[src/rtl/de2i_150_qsys_led_seq_pkg.sv]
// -----------------------------------------------------------------------------
// de2i_150_qsys_led_seq_pkg
// Shared definitions for the LED sequencer: FSM state encoding, the layout of
// a display word and a helper that splits a raw word into its fields.
//   word[17:0]  -> red LEDs
//   word[26:18] -> green LEDs
//   word[31:27] -> hold time in prescaler ticks (0 = show until next word)
// -----------------------------------------------------------------------------
package de2i_150_qsys_led_seq_pkg;

  typedef enum logic [1:0] {
    ST_IDLE = 2'd0,
    ST_LOAD = 2'd1,
    ST_HOLD = 2'd2
  } seq_state_e;

  localparam int WORD_W   = 32;
  localparam int LEDR_LSB = 0;
  localparam int LEDR_W   = 18;
  localparam int LEDG_LSB = 18;
  localparam int LEDG_W   = 9;
  localparam int HOLD_LSB = 27;
  localparam int HOLD_W   = 5;

  typedef struct packed {
    logic [HOLD_W-1:0] hold;
    logic [LEDG_W-1:0] ledg;
    logic [LEDR_W-1:0] ledr;
  } led_word_t;

  function automatic led_word_t decode_word(input logic [WORD_W-1:0] w);
    led_word_t r;
    r.ledr = w[LEDR_LSB +: LEDR_W];
    r.ledg = w[LEDG_LSB +: LEDG_W];
    r.hold = w[HOLD_LSB +: HOLD_W];
    return r;
  endfunction

endpackage

[src/rtl/de2i_150_qsys_led_seq_fifo.sv]
// -----------------------------------------------------------------------------
// de2i_150_qsys_led_seq_fifo
// Synchronous word buffer with the head word always presented on rd_data
// (taken straight from the registered storage), so a pop consumes the word
// that is visible in the same cycle.
// Ports:
//   clk, reset_n        : clock, asynchronous active-low reset (clears pointers)
//   push, wr_data       : write request / data; accepted when not full, or when
//                         full and a pop happens in the same cycle
//   pop                 : consume the head word (ignored when empty)
//   rd_data             : head word
//   empty, full, level  : occupancy status
// -----------------------------------------------------------------------------
module de2i_150_qsys_led_seq_fifo #(
  parameter  int DEPTH = 8,
  parameter  int WIDTH = 32,
  localparam int AW    = $clog2(DEPTH),
  localparam int LW    = AW + 1
) (
  input  logic             clk,
  input  logic             reset_n,
  input  logic             push,
  input  logic             pop,
  input  logic [WIDTH-1:0] wr_data,
  output logic [WIDTH-1:0] rd_data,
  output logic             empty,
  output logic             full,
  output logic [LW-1:0]    level
);

  logic [AW-1:0]    wr_ptr_q, wr_ptr_d;
  logic [AW-1:0]    rd_ptr_q, rd_ptr_d;
  logic [LW-1:0]    level_q, level_d;
  logic [WIDTH-1:0] entry_rd [DEPTH];
  logic             push_ok, pop_ok;

  assign empty   = (level_q == '0);
  assign full    = (level_q == LW'(DEPTH));
  assign pop_ok  = pop && !empty;
  // A full buffer still takes a word when the head leaves in the same cycle:
  // the write lands in the slot being vacated.
  assign push_ok = push && (!full || pop_ok);

  always_comb begin
    wr_ptr_d = wr_ptr_q;
    rd_ptr_d = rd_ptr_q;
    level_d  = level_q;
    // Pointers are AW bits wide and DEPTH is a power of two, so the natural
    // overflow of the increment is the modulo-DEPTH wrap.
    if (push_ok) wr_ptr_d = wr_ptr_q + AW'(1);
    if (pop_ok)  rd_ptr_d = rd_ptr_q + AW'(1);
    case ({push_ok, pop_ok})
      2'b10:   level_d = level_q + LW'(1);
      2'b01:   level_d = level_q - LW'(1);
      default: level_d = level_q;
    endcase
  end

  always_ff @(posedge clk or negedge reset_n) begin
    if (!reset_n) begin
      wr_ptr_q <= '0;
      rd_ptr_q <= '0;
      level_q  <= '0;
    end else begin
      wr_ptr_q <= wr_ptr_d;
      rd_ptr_q <= rd_ptr_d;
      level_q  <= level_d;
    end
  end

  // Storage entries carry no reset: stale contents are unreachable once the
  // pointers and level are cleared.
  for (genvar gi = 0; gi < DEPTH; gi++) begin : g_entry
    logic [WIDTH-1:0] data_q;
    always_ff @(posedge clk) begin
      if (push_ok && (wr_ptr_q == AW'(gi))) data_q <= wr_data;
    end
    assign entry_rd[gi] = data_q;
  end

  assign rd_data = entry_rd[rd_ptr_q];
  assign level   = level_q;

endmodule

[src/rtl/de2i_150_qsys_led_sequencer.sv]
// -----------------------------------------------------------------------------
// de2i_150_qsys_led_sequencer
// Buffers display words arriving from the LED register's read path and plays
// them out on the red/green LEDs, holding each for a programmable number of
// prescaler ticks.
// Ports:
//   clk, reset_n  : system clock, asynchronous active-low reset
//   in_data       : display word {hold[4:0], ledg[8:0], ledr[17:0]}
//   in_valid      : one-cycle strobe qualifying in_data (no backpressure)
//   clear_ovf     : synchronous clear of the sticky overflow flag
//   ledr, ledg    : registered LED patterns
//   fifo_level    : number of buffered words
//   overflow      : sticky, set when a word had to be dropped
//   busy          : sequencer active or words waiting
// -----------------------------------------------------------------------------
module de2i_150_qsys_led_sequencer
  import de2i_150_qsys_led_seq_pkg::*;
#(
  parameter  int FIFO_DEPTH = 8,
  parameter  int TICK_DIV   = 50000,
  localparam int LW         = $clog2(FIFO_DEPTH) + 1
) (
  input  logic          clk,
  input  logic          reset_n,
  input  logic [31:0]   in_data,
  input  logic          in_valid,
  input  logic          clear_ovf,
  output logic [17:0]   ledr,
  output logic [8:0]    ledg,
  output logic [LW-1:0] fifo_level,
  output logic          overflow,
  output logic          busy
);

  localparam int              PW         = $clog2(TICK_DIV);
  localparam logic [PW-1:0]   PRESC_LAST = PW'(TICK_DIV - 1);

  seq_state_e          state_q, state_d;
  logic [LEDR_W-1:0]   ledr_q, ledr_d;
  logic [LEDG_W-1:0]   ledg_q, ledg_d;
  logic [HOLD_W-1:0]   hold_cnt_q, hold_cnt_d;
  logic [PW-1:0]       presc_q, presc_d;
  logic                ovf_q, ovf_d;

  logic [WORD_W-1:0]   head_raw;
  led_word_t           head;
  logic                fifo_empty, fifo_full;
  logic                pop, push, drop, tick;

  // The head word is consumed exactly in the LOAD cycle.
  assign pop  = (state_q == ST_LOAD);
  assign push = in_valid && (!fifo_full || pop);
  assign drop = in_valid && fifo_full && !pop;
  assign tick = (presc_q == PRESC_LAST);
  assign head = decode_word(head_raw);

  de2i_150_qsys_led_seq_fifo #(
    .DEPTH (FIFO_DEPTH),
    .WIDTH (WORD_W)
  ) u_fifo (
    .clk     (clk),
    .reset_n (reset_n),
    .push    (push),
    .pop     (pop),
    .wr_data (in_data),
    .rd_data (head_raw),
    .empty   (fifo_empty),
    .full    (fifo_full),
    .level   (fifo_level)
  );

  always_comb begin
    state_d    = state_q;
    ledr_d     = ledr_q;
    ledg_d     = ledg_q;
    hold_cnt_d = hold_cnt_q;
    presc_d    = presc_q;
    // A drop in the same cycle as a clear leaves the flag set.
    ovf_d      = drop ? 1'b1 : (clear_ovf ? 1'b0 : ovf_q);

    case (state_q)
      ST_IDLE: begin
        presc_d = '0;
        if (!fifo_empty) state_d = ST_LOAD;
      end
      ST_LOAD: begin
        ledr_d     = head.ledr;
        ledg_d     = head.ledg;
        hold_cnt_d = head.hold;
        presc_d    = '0;
        state_d    = (head.hold != '0) ? ST_HOLD : ST_IDLE;
      end
      ST_HOLD: begin
        if (tick) begin
          presc_d    = '0;
          hold_cnt_d = hold_cnt_q - HOLD_W'(1);
          if (hold_cnt_d == '0) state_d = ST_IDLE;
        end else begin
          presc_d = presc_q + PW'(1);
        end
      end
      default: state_d = ST_IDLE;
    endcase
  end

  always_ff @(posedge clk or negedge reset_n) begin
    if (!reset_n) begin
      state_q    <= ST_IDLE;
      ledr_q     <= '0;
      ledg_q     <= '0;
      hold_cnt_q <= '0;
      presc_q    <= '0;
      ovf_q      <= 1'b0;
    end else begin
      state_q    <= state_d;
      ledr_q     <= ledr_d;
      ledg_q     <= ledg_d;
      hold_cnt_q <= hold_cnt_d;
      presc_q    <= presc_d;
      ovf_q      <= ovf_d;
    end
  end

  assign ledr     = ledr_q;
  assign ledg     = ledg_q;
  assign overflow = ovf_q;
  assign busy     = (state_q != ST_IDLE) || !fifo_empty;

endmodule

[config.mk]
export PLATFORM = sky130hd
export DESIGN_NAME = de2i_150_qsys_led_sequencer
export DESIGN_NICKNAME = d
export VERILOG_FILES = /design/src/rtl/de2i_150_qsys_led_seq_pkg.sv /design/src/rtl/de2i_150_qsys_led_seq_fifo.sv /design/src/rtl/de2i_150_qsys_led_sequencer.sv
export SDC_FILE = /design/constraint.sdc
export NUM_CORES = 1
export LEC_CHECK = 0
export ABC_AREA = 1
export CORE_MARGIN = 2
export CORE_UTILIZATION = 60
export DETAILED_ROUTE_END_ITERATION = 6
export GPL_ROUTABILITY_DRIVEN = 0
export PLACE_DENSITY = 0.8
export SYNTH_ARGS = -nofsm -noshare
export SYNTH_HDL_FRONTEND = slang
export SYNTH_SLANG_ARGS = --single-unit
export TNS_END_PERCENT = 20
[constraint.sdc]
create_clock -name clk -period 5.7 [get_ports clk]
set_clock_uncertainty 0.2 [all_clocks]
set_input_delay 1.14 -clock clk [delete_from_list [all_inputs] [get_ports clk]]
set_output_delay 1.14 -clock clk [all_outputs]
set_load 0.02 [all_outputs]
==> results of run 1 <==
==> per-layer routing <==
metal	wire, µm	share of wire	GRT usage
met1	11100	0.40	0.318
met2	14000	0.51	0.431
met3	1820	0.066	0.0383
met4	693	0.025	0.0794
met5	0	0	0
==> registers in the layout, summed over array words and instances (netlist names) <==
name,count
presc_q,16
u_fifo.rd_ptr_q,3
u_fifo.g_entry.data_q,256
ledg,9
u_fifo.wr_ptr_q,3
state_q,2
u_fifo.level,4
hold_cnt_q,5
overflow,1
ledr,18
==> cells in the final DEF (no fill, tap or decap), types with 13 or more instances in the layout <==
master	instances
buf_4	17
clkbuf_16	31
clkdlybuf4s50_1	67
dfrtp_1	59
edfxtp_1	256
ha_1	13
inv_1	73
nand2_1	158
nand3_1	59
nor2_1	137
o21ai_0	125
o221ai_1	42
o22ai_1	16
==> logic make-up (layout without fill, tap and decap cells) <==
logic type	after synthesis	count (layout)	share of synthesized area
flip-flops	317	317	0.711
AND/OR/NAND/NOR	386	386	0.123
AO/OA/AOI/OAI	209	209	0.0972
XOR/XNOR	18	18	0.0122
buffers and inverters	131	217	0.0441
adder cells (fa/ha/maj)	13	13	0.0126
==> power breakdown <==
part	switching [mW]	internal [mW]
registers	0.230	2.96
clock network	0.849	1.05
logic	1.65	0.793
==> worst max-delay path: cells and delay by family (launching register included) <==
kind,cells,cell delay (ns)
flip-flops,1,0.43
buffers and inverters,3,0.77
AND/OR/NAND/NOR,2,0.21
==> through the flow <==
step | cell area [µm²] | setup WS (ns)
2_1_floorplan | 13000 | 1.41
3_3_place_gp | 13900 | 2.08
3_5_place_dp | 13900 | 2.01
4_1_cts | 14800 | 2.36
5_1_grt | 14800 | 2.25
6_report | 14800 | 2.38
==> cell type report <==
| class | count | area, µm² |
|---|---|---|
| repair buffers | 85 | 803 |
| flip-flops and latches | 317 | 9220 |
| inverters | 74 | 279 |
| well taps | 275 | 344 |
| fillers | 1390 | 6280 |
| clock inverters | 18 | 135 |
| multi-input cells | 626 | 3220 |
| clock buffers | 40 | 810 |
==> how the worst min path moves through the flow <==
| stage | startpoint | end | depth (start not counted) |
|---|---|---|---|
| floorplan | state_q[0] | state_q[0] | 1 |
| global placement | ledg[8] | ledg[8] | 2 |
| detailed placement | ledg[3] | ledg[3] | 2 |
| CTS | ledr[4] | ledr[4] | 2 |
| global route | ledr[1] | ledr[1] | 2 |
| finish | ledr[1] | ledr[1] | 2 |
==> flow_summary_export.csv, run 1 <==
group,metric,value,unit
outcome,outcome,"finished, final reports clean",
routing,drc,0,
clock_network,clk_pin_slew,0.06,ns
power,p_total,7.54,mW
clock_network,clock_sinks,317,
power,peakVddDrop,0.338,mV
timing,slew_viol_final,0,
yosys,ys_seq_area_frac,0.711,
die,ios,69,
timing,rsz0062_at_grt,"false",
yosys,synth.cell_area,13000,µm²
yosys,synth_cell_type_count,29,
yosys,netlist_instances,1074,
clock_network,post_cts_buffers,0,
timing,final.setup.tns,0,ns
timing,final-setup-viol-count,0,
placement,dp_hpwl,15100,µm
critical_path,critPathMaxFanout,5,
timing,slew_headroom,0.250,
yosys,synth-async-reset-ratio,0.192,
min_path,min_path_type,"flop to flop",
clock_network,h-tree-depth,1,
clock_network,cts-buffers-inserted,31,
critical_path,worst_setup_path_start_kind,"flop",
critical_path,arrival,1.98,ns
routing,drt_iter0_drc,915,
global_routing,grt_pass1_wl,43300,µm
timing,max_freq,301,MHz
cells_and_area,nets,1184,
critical_path,timing_worst_setup_path_type,"flop to output port",
power,total_leakage_power,5.40,nW
critical_path,crit_path_max_incr_delay,0.54,ns
cells_and_area,area_growth_syn_to_layout,14.3,%
cells_and_area,n_antenna_cell,0,
critical_path,crit_start,"u_fifo.level[2]",
global_routing,grt_max_degree,77,
critical_path,crit_path_frequent_cell,"inv_1",
timing,hold_viol_final,0,
clock_network,cts_hold_buf,0,
routing,wl,27600,µm
die,chipHeight,151,µm
critical_path,cp_slowest_cell,"clkdlybuf4s50_1",
timing,timing.hold.ws,0.280,ns
yosys,synth.area.top_cells,"edfxtp_1, dfrtp_1, o21ai_0",
die,dieArea,22800,µm²
critical_path,end_kind,"output port",
routing,post_drt_wl_per_cell,19.3,µm
clock_network,cts_tree,"yes",
timing,tightest_slew,1.12,ns
critical_path,r2r_start,"state_q[0]",
critical_path,required,4.36,ns
critical_path,crit_end,"busy",
critical_path,r2r_slack,2.56,ns
yosys,synth_nets,1123,
clock_network,cts.root.buffer_cell,"clkbuf_16",
critical_path,r2r_end,"u_fifo.g_entry[7].data_q[31]",
routing,num_vias,8421,
critical_path,ff2ff_path_depth,7,
global_routing,grt_overflow,0,
die,core,21100,µm²
die,die_w,151,µm
clock_network,clock_path_buffers,3,
yosys,synth_ff_type,"edfxtp_1",
routing,ant_nets,0,
critical_path,cp_cell_sequence,"inv_1 -> nand4_1 -> inv_1 -> nand3_1 -> clkdlybuf4s50_1",
cells_and_area,stdcell_count,1435,
power,p_per_area,509,nW/µm²
yosys,synth.top_cells.by_count,"edfxtp_1, nand2_1, nor2_1",
yosys,yosysTopAreaCellShare,0.593,
global_routing,grt.total_usage,0.246,
timing,min_period,3.32,ns
yosys,postSynthAreaPerCell,12.1,µm²
global_routing,antenna_found_initial,0,
clock_network,insertion_delay,0.57,ns
yosys,synth_most_common_cell,"edfxtp_1",
cells_and_area,drive_gt1_frac,0.0655,
routing,first_pass_iters,5,
die,num_rows,53,
cells_and_area,final_core_util,0.702,
yosys,synth_seq_cells,317,
yosys,synth_edf_count,256,
clock_network,post_cts_resized,0,
placement,dp_cells,1377,
yosys,ys_warn_count,0,
timing,post-route-period-util,0.582,
placement,portBuffers,68,
die,start_util,0.615,
job,drv_cap,0,
global_routing,grt_pass1_vias,8486,
routing,vias_per_cell,5.87,
yosys,synth_top_area_cell,"edfxtp_1",
(Power assumes the default switching activity.)
==> inputs of run 2 (changes only) <==
CORE_UTILIZATION = 54   (was 60)
PLACE_DENSITY = 0.76   (was 0.8)
clock period = 2.9 ns   (was 5.7 ns; I/O delays follow)
==> run 2 against run 1 <==
Combinational power increased by 110%. Sequential power increased by 95%. Utilization decreased by 6.2 points. Via count increased by 2.6%. Critical endpoint unchanged. Largest power group unchanged.
==> flow_summary_export.csv, run 2 (synthesized netlist as in run 1, its figures left out) <==
group,metric,value,unit
routing,wl,29000,µm
die,ios,69,
timing,slew_headroom,0.521,
clock_network,cts-buffers-inserted,30,
critical_path,cp_cell_sequence,"inv_1 -> nand4_1 -> inv_1 -> nand3_1 -> clkdlybuf4s50_1",
outcome,outcome,"finished, final reports clean",
cells_and_area,stdcell_count,1490,
global_routing,antenna_found_initial,0,
routing,drt_iter0_drc,910,
die,num_rows,56,
die,chipHeight,159,µm
timing,rsz0062_at_grt,"false",
power,total_leakage_power,5.50,nW
critical_path,cp_num_buf_inv,3,
placement,place_ws,0.438,ns
power,p_seq_frac,0.412,
power,pwr-share-clk,0.254,
power,p_per_area,1000,nW/µm²
critical_path,r2r_start,"u_fifo.level[1]",
routing,first_pass_iters,6,
routing,num_vias,8638,
job,drv_cap,0,
clock_network,insertion_delay,0.59,ns
clock_network,cts.root.buffer_cell,"clkbuf_16",
routing,ant_nets,0,
timing,min_period,2.82,ns
global_routing,grt_pass1_vias,8641,
die,start_util,0.550,
global_routing,grt.total_usage,0.226,
critical_path,r2r_end,"u_fifo.level[2]",
min_path,min_from,"ledg[0]",
global_routing,grt_overflow,0,
timing,hold_viol_final,0,
power,pwr-share-comb,0.334,
timing,max_freq,354,MHz
die,dieArea,25300,µm²
power,peakVddDrop,0.699,mV
die,die_w,159,µm
timing,post-route-period-util,0.973,
power,p_int,9.70,mW
die,core,23500,µm²
clock_network,h-tree-depth,1,
cells_and_area,top_register,"u_fifo.g_entry.data_q",
critical_path,crit_path_frequent_cell,"inv_1",
timing,slew_viol_final,0,
critical_path,required,2.12,ns
cells_and_area,mostFrequentLayoutCells,"edfxtp_1, nand2_1, nor2_1, o21ai_0, inv_1",
routing,vias_per_cell,5.80,
cells_and_area,final_common_cell,"edfxtp_1",
cells_and_area,drive_gt1_frac,0.0769,
routing,drc,0,
critical_path,critPathMaxFanout,6,
clock_network,clock_path_buffers,3,
critical_path,cp_slowest_cell,"clkdlybuf4s50_1",
critical_path,timing_worst_setup_path_type,"flop to output port",
min_path,min_to,"ledg[0]",
critical_path,end_kind,"output port",
critical_path,crit_path_max_incr_delay,0.62,ns
clock_network,post_cts_buffers,0,
timing,tightest_slew,0.719,ns
critical_path,r2r_slack,0.56,ns
power,switching_power,5.43,mW
critical_path,arrival,2.04,ns
critical_path,cp_top_family,"buffers and inverters",
power,swShare,0.359,
placement,dp_cells,1433,
cells_and_area,nets,1196,
critical_path,ff2ff_path_depth,10,
clock_network,clock_sinks,317,
cells_and_area,area_growth_syn_to_layout,16.4,%
global_routing,grt_pass1_wl,45700,µm
min_path,min_path_type,"flop to flop",
global_routing,grt_max_degree,104,
timing,fin_ws,0.0783,ns
cells_and_area,final_core_util,0.641,
timing,final-setup-viol-count,0,
clock_network,clk_pin_slew,0.06,ns
cells_and_area,largest_reg_flops,256,
critical_path,worst_setup_path_start_kind,"flop",
placement,portBuffers,68,
cells_and_area,n_antenna_cell,0,
min_path,holdPathStages,2,
placement,dp_hpwl,16800,µm
routing,post_drt_wl_per_cell,19.4,µm
clock_network,cts_tree,"yes",
[run 2: cell count changes in the layout (fill, tap and decap cells not counted), sizes merged, moves of 2 or more]
cell,change
clkbuf,-4
buf,+12
clkinvlp,+3
bufinv,+2
clkinv,-2
[run 2: power by group through the flow]
stage	registers, mW	logic [mW]	clock network, mW
final	6.23	5.05	3.84
after global routing	6.31	5.56	4.06
after CTS	6.23	5.05	3.89
after floorplan	6.47	3.04	0
after global placement	6.28	4.82	0
after detailed placement	6.31	4.99	0
[run 2: layout make-up]
class / count / area [µm²]
repair buffers: 98 / 991
flip-flops and latches: 317 / 9220
fillers: 1786 / 8460
inverters: 74 / 279
clock inverters: 20 / 203
well taps: 319 / 399
clock buffers: 36 / 773
multi-input cells: 626 / 3220
[run 2: how the worst max path moves through the flow]
stage                         start                           to  slack, ns  cells after the start
CTS                 u_fifo.level[0]                         busy       0.08                      5
detailed placement         in_valid              u_fifo.level[2]       0.44                      8
global route        u_fifo.level[2]                         busy      0.003                      5
floorplan           u_fifo.level[3]  u_fifo.g_entry[5].data_q[0]      -0.94                      6
global placement           in_valid              u_fifo.level[2]       0.48                      8
finish              u_fifo.level[1]                         busy       0.08                      5
[run 2: what timing repair did]
action	in CTS	in global routing
gates resized for setup	0	0
hold buffers	1	0
endpoints found under the hold margin	61	0
[run 2: worst register-to-register path, delay by kind of cell (launching register included)]
kind            cells  cell delay, ns
compound gates      2            0.25
flops               1            0.46
xor+xnor            2            0.32
simple gates        2            0.29
fa+ha+maj           2            0.47
buf+inv             2            0.24
[run 2: per-layer routing]
layer / GRT usage / vias up / share of wire
li1: - / 3969 / -
met1: 0.303 / 4214 / 0.41
met2: 0.381 / 383 / 0.49
met3: 0.0361 / 72 / 0.068
met4: 0.0740 / 0 / 0.032
met5: 0 / - / 0
[run 2: per-stage QoR]
stage / TNS (ns) / total power, mW / hold WS [ns] / area, µm²
detailed placement: 0 / 11.3 / 0.265 / 14100
finish: 0 / 15.1 / 0.279 / 15100
floorplan: -185.01 / 9.51 / 0.0844 / 13000
global route: 0 / 15.9 / 0.314 / 15100
CTS: 0 / 15.2 / 0.281 / 15100
global placement: 0 / 11.1 / 0.262 / 14100
